==> config.mk <==
export PLATFORM = sky130hd
export DESIGN_NAME = sig_conflict_monitor
export DESIGN_NICKNAME = d
export VERILOG_FILES = /design/src/rtl/sig_conflict_monitor.sv
export SDC_FILE = /design/constraint.sdc
export NUM_CORES = 1
export LEC_CHECK = 0
export BUFFER_PORTS_ARGS = -buffer_cell sky130_fd_sc_hd__buf_2
export CAP_MARGIN = 20
export CORE_ASPECT_RATIO = 1.25
export CORE_MARGIN = 5
export CORE_UTILIZATION = 45
export DETAILED_ROUTE_END_ITERATION = 16
export PLACE_DENSITY = 0.65
export SLEW_MARGIN = 20
export SYNTH_ARGS = -nofsm -noshare
export SYNTH_HDL_FRONTEND = slang
export SYNTH_SLANG_ARGS = --single-unit
export TNS_END_PERCENT = 50
==> constraint.sdc <==
create_clock -name clock -period 4.52 [get_ports clock]
set_clock_uncertainty 0.15 [all_clocks]
set_input_delay 1.13 -clock clock [delete_from_list [all_inputs] [get_ports clock]]
set_output_delay 1.13 -clock clock [all_outputs]
set_load 0.01 [all_outputs]
==> src/rtl/sig_conflict_monitor.sv <==
// Safety watchdog on the highway/country lamp buses: checks aspect, sequence and yellow-dwell rules,
// latches the first violation with cause and road, and requests flash-red until acknowledged.
module sig_conflict_monitor #(
  parameter int MIN_YELLOW = 3,
  parameter int FLASH_DIV  = 4,
  parameter int CNT_W      = 8
) (
  input  logic             clock,
  input  logic             clear,
  input  logic [1:0]       hwy,
  input  logic [1:0]       cntry,
  input  logic             fault_clr,
  output logic             fault,
  output logic [2:0]       fault_code,
  output logic             fault_road,
  output logic             flash,
  output logic [CNT_W-1:0] serve_cnt
);

  typedef enum logic [1:0] {ARM, RUN, FAULT} state_t;

  typedef enum logic [2:0] {
    C_NONE         = 3'd0,
    C_ILLEGAL      = 3'd1,
    C_CONFLICT     = 3'd2,
    C_SKIP_YELLOW  = 3'd3,
    C_BAD_SEQ      = 3'd4,
    C_SHORT_YELLOW = 3'd5
  } code_t;

  localparam logic [1:0] RED     = 2'd0;
  localparam logic [1:0] YELLOW  = 2'd1;
  localparam logic [1:0] GREEN   = 2'd2;
  localparam logic [1:0] ASP_BAD = 2'd3;

  localparam int              DW_W    = $clog2(MIN_YELLOW + 1);
  localparam logic [DW_W-1:0] MIN_Y   = DW_W'(MIN_YELLOW);
  localparam int              FL_W    = (FLASH_DIV > 1) ? $clog2(FLASH_DIV) : 1;
  localparam logic [FL_W-1:0] FL_LAST = FL_W'(FLASH_DIV - 1);

  state_t          state, next_state;
  logic [1:0]      prev_hwy, prev_cntry;
  logic [DW_W-1:0] ydwell_h, ydwell_c;
  logic [FL_W-1:0] flash_cnt;
  code_t           fault_code_q;
  code_t           seq_h, seq_c, viol_code;
  logic            viol_road;
  logic            serve_hit;

  // Dwell counts consecutive yellow samples, including the one just taken.
  function automatic logic [DW_W-1:0] dwell_next(input logic [1:0] cur, input logic [1:0] prv,
                                                 input logic [DW_W-1:0] dw);
    if (cur != YELLOW) return '0;
    if (prv != YELLOW) return DW_W'(1);
    if (dw == '1)      return dw;
    return dw + DW_W'(1);
  endfunction

  function automatic code_t seq_check(input logic [1:0] cur, input logic [1:0] prv,
                                      input logic [DW_W-1:0] dw);
    code_t c;
    c = C_NONE;
    if (prv == GREEN && cur == RED)
      c = C_SKIP_YELLOW;
    else if ((prv == RED && cur == YELLOW) || (prv == YELLOW && cur == GREEN))
      c = C_BAD_SEQ;
    else if (prv == YELLOW && cur == RED && dw < MIN_Y)
      c = C_SHORT_YELLOW;
    return c;
  endfunction

  // NOTE: every variable driven here gets a default first, so no path can leave one unassigned (no latch).
  always_comb begin
    seq_h     = seq_check(hwy, prev_hwy, ydwell_h);
    seq_c     = seq_check(cntry, prev_cntry, ydwell_c);
    viol_code = C_NONE;
    viol_road = 1'b0;
    if (hwy == ASP_BAD) begin
      viol_code = C_ILLEGAL;
    end else if (cntry == ASP_BAD) begin
      viol_code = C_ILLEGAL;
      viol_road = 1'b1;
    end else if (hwy != RED && cntry != RED) begin
      viol_code = C_CONFLICT;
    end else if (seq_h != C_NONE && (seq_c == C_NONE || seq_h <= seq_c)) begin
      viol_code = seq_h;
    end else if (seq_c != C_NONE) begin
      viol_code = seq_c;
      viol_road = 1'b1;
    end
  end

  always_comb begin
    next_state = state;
    unique case (state)
      ARM:     next_state = RUN;
      RUN:     if (viol_code != C_NONE) next_state = FAULT;
      FAULT:   if (fault_clr) next_state = ARM;
      default: next_state = ARM;
    endcase
  end

  // NOTE: sequential state uses non-blocking assignments so every register samples pre-edge values.
  always_ff @(posedge clock or posedge clear) begin
    if (clear) state <= ARM;
    else       state <= next_state;
  end

  assign serve_hit = (state == RUN) && (prev_cntry == RED) && (cntry == GREEN);

  always_ff @(posedge clock or posedge clear) begin
    if (clear) begin
      prev_hwy     <= RED;
      prev_cntry   <= RED;
      ydwell_h     <= '0;
      ydwell_c     <= '0;
      fault_code_q <= C_NONE;
      fault_road   <= 1'b0;
      flash        <= 1'b0;
      flash_cnt    <= '0;
      serve_cnt    <= '0;
    end else begin
      prev_hwy   <= hwy;
      prev_cntry <= cntry;
      ydwell_h   <= dwell_next(hwy, prev_hwy, ydwell_h);
      ydwell_c   <= dwell_next(cntry, prev_cntry, ydwell_c);

      if (serve_hit && serve_cnt != '1) serve_cnt <= serve_cnt + CNT_W'(1);

      unique case (state)
        RUN: begin
          if (viol_code != C_NONE) begin
            fault_code_q <= viol_code;
            fault_road   <= viol_road;
            flash        <= 1'b1;
            flash_cnt    <= '0;
          end
        end
        FAULT: begin
          // Acknowledge takes precedence over anything seen while faulted.
          if (fault_clr) begin
            fault_code_q <= C_NONE;
            fault_road   <= 1'b0;
            flash        <= 1'b0;
            flash_cnt    <= '0;
          end else if (flash_cnt == FL_LAST) begin
            flash     <= ~flash;
            flash_cnt <= '0;
          end else begin
            flash_cnt <= flash_cnt + FL_W'(1);
          end
        end
        default: ;
      endcase
    end
  end

  assign fault      = (state == FAULT);
  assign fault_code = fault_code_q;

endmodule

==> flow_summary_export.csv <==
group,metric,value,unit
global_route,grt_pass1_wl,5190,um
yosys,synth_top_area_share,41.9,%
setup_path,timing.rr.start,"prev_cntry[0]$_DFF_PP0_",
pwr,finalPower,726,uW
clocking,clkSinkCount,25,
timing,hold_violations,0,
floorplan,die-area,4580,um^2
floorplan,core_area,3190,um^2
setup_path,timing.rr.end,"state[1]$_DFFE_PP0P_",
yosys,synthTopCellsByCount,"dfrtp_1, nand2_1, nor2_1",
clocking,hold_buffers,0,
placement,dp_hpwl,2320,um
yosys,yosysSeqAreaShare,41.9,%
setup_path,critPathBufInv,1,
timing,fin_crit,3690,ps
route,antenna_left,0,
placement,dp.cells,207,
min_path,holdPathStages,1,
timing,fin_setup_tns,0,ps
yosys,synth_fp_nets,169,
clocking,ctsResizeCount,0,
layout,stdcell_area,1700,um^2
route,drt_iter0_drc,38,
run,maxCapViolations,0,
route,wire_per_inst,14.2,um
pwr,power.density,428,nW/um^2
route,drt-vias-per-instance,5.63,
pwr,ir_worst_vdd,0.282,mV
yosys,synth.area.top_cells,"dfrtp_1, ha_1, xnor2_1",
global_route,first_global_vias,1238,
yosys,synth_flop_cell,"dfrtp_1",
pwr,p_leak,0.823,nW
yosys,synth_most_common_cell,"dfrtp_1",
clocking,cts_made_buffers,3,
min_path,worstHoldPathType,"reg -> reg",
global_route,antenna_found_initial,0,
route,firstDrtPassIters,4,
placement,placed_cell_area,1640,um^2
timing,slew_headroom,65.8,%
setup_path,cp-start-kind,"input port",
min_path,hold_end,"fault_code[1]$_DFFE_PP0P_",
timing,fmax,0.271,GHz
yosys,ys_warn_count,0,
yosys,synth-seq-cells,25,
outcome,status,"finished, final reports clean",
timing,setup_viol,0,
yosys,synth_top_area_cell,"dfrtp_1",
global_route,overflow,0,
placement,io_buffers,20,
floorplan,dieWidth,61.5,um
clocking,cts_setup_buffers,0,
layout,nets,194,
setup_path,endpoint_kind,"flip-flop",
floorplan,num_rows,23,
timing,finalMaxSlewViolations,0,
floorplan,die_h,74.4,um
setup_path,path_cells,"buf_2 > or3_4 > ha_1 > nor2b_1 > o21ai_0 > a32oi_1 > and2_4 > o21ai_2 > o311ai_4 > nand2_4 > mux2_4",
setup_path,cp.arrival,3690,ps
yosys,yosysUniqueCellTypes,39,
layout,fillers,282,
layout,drive_above_1_share,19.4,%
floorplan,start_util,46.8,%
setup_path,slowest_stage,"or3_4",
setup_path,cp_max_fo,9,
global_route,grt_max_degree,26,
setup_path,crit_type,"in -> reg",
min_path,hold_start,"fault_code[1]$_DFFE_PP0P_",
floorplan,io_pins,21,
placement,place_congestion,0.824,
yosys,syn_inst,151,
yosys,synthArstFlopShare,100,%
yosys,synth_edf_count,0,
yosys,synth_area_per_cell,9.89,um^2
clocking,htree_levels,1,
clocking,worstSkewPairLatency,260,ps
route,routed_wl,3020,um
setup_path,r2r_slack,1320,ps
route,vias,1193,
layout,antenna_cells,0,
global_route,gr-usage-all-layers,14.8,%
timing,tightest_slew,512,ps
clocking,cts_max_path_buffers,2,
clocking,root_buffer,"clkbuf_8",
timing,rsz0062_at_grt,"false",
clocking,cts_tree,"built",
setup_path,max_stage_delay,410,ps
setup_path,path_delay_family,"simple AND/OR/NAND/NOR gates",
yosys,syn_area,1490,um^2
route,route.detailed.drc,0,
clocking,clkTransAtPathRegs,80,ps
setup_path,reg2regPathDepth,11,
timing,post-route-period-util,81.6,%
layout,final_cells,212,
layout,area_growth_syn_to_layout,13.5,%
setup_path,cp.required,4520,ps
layout,fin_util,53.1,%
[worst max path at each step]
stage,end,cells past startpoint,slack (ps),start
floorplan,state[0]$_DFFE_PP0P_,10,970,cntry[0]
global placement,state[1]$_DFFE_PP0P_,11,700,cntry[0]
detailed placement,state[1]$_DFFE_PP0P_,11,550,cntry[0]
CTS,state[1]$_DFFE_PP0P_,11,840,cntry[0]
global route,state[1]$_DFFE_PP0P_,13,650,cntry[0]
finish,state[1]$_DFFE_PP0P_,11,830,cntry[0]
[routing by layer]
| metal | part of all wire (%) | vias to the layer above | track usage [%] |
|---|---|---|---|
| met5 | 0 | - | 0 |
| met4 | 1.5 | 0 | 4.95 |
| met3 | 4.4 | 6 | 2.60 |
| met2 | 52 | 31 | 26.3 |
| met1 | 42 | 570 | 17.6 |
| li1 | - | 586 | - |
[cell families after synthesis]
logic type               count (synthesis)  synth area share [%]
AND/OR/NAND/NOR                         57                  19.5
multiplexers                             4                  3.35
adder cells (fa/ha/maj)                 11                  9.21
XOR/XNOR                                10                  5.86
flip-flops                              25                  41.9
buffers and inverters                   12                  3.10
AO/OA/AOI/OAI                           32                  17.1
[through the flow]
stage          setup slack [ps]  hold slack, ps
2_1_floorplan               973             320
3_3_place_gp                702             329
3_5_place_dp                545             330
4_1_cts                     838             353
5_1_grt                     645             364
6_report                    832             352
[flip-flops by register name (all words and copies together) (netlist names)]
register	cells
serve_cnt	8
fault_code	3
flash_cnt	2
prev_cntry	2
prev_hwy	2
state	2
ydwell_c	2
ydwell_h	2
fault_road	1
flash	1
[area by class of cell]
cell class	instances	area (um^2)	area share [%]
Clock buffer	4	45.0	2.66
Inverter	11	41.3	2.44
Multi-Input combinational cell	114	822	48.5
Sequential cell	25	626	36.9
Tap cell	37	46.3	2.73
Timing Repair Buffer	21	115	6.79
[worst reg2reg max path, stage by stage (launching register included)]
cell	delay (ps)
dfrtp_1	420
nand2b_1	170
or3_4	350
ha_1	310
nor2b_1	150
o21ai_0	90
a32oi_1	310
and2_4	230
o21ai_2	80
o311ai_4	380
nand2_4	130
mux2_4	320
[placed cells by master (no fill, tap or decap), types with 4 or more instances in the layout]
| cell type | instances |
|---|---|
| ha_1 | 11 |
| nor2_1 | 13 |
| dfrtp_1 | 25 |
| buf_2 | 20 |
| xnor2_1 | 7 |
| nand2b_1 | 8 |
| nor3_1 | 5 |
| o21ai_0 | 5 |
| nand2_1 | 15 |
| nor2b_1 | 4 |
| inv_1 | 11 |
[report_power, final]
group / switching (mW) / internal [mW]
clock: 0.0672 / 0.0629
combinational: 0.148 / 0.135
sequential: 0.0424 / 0.270
Power figures use the tool's default switching activity.
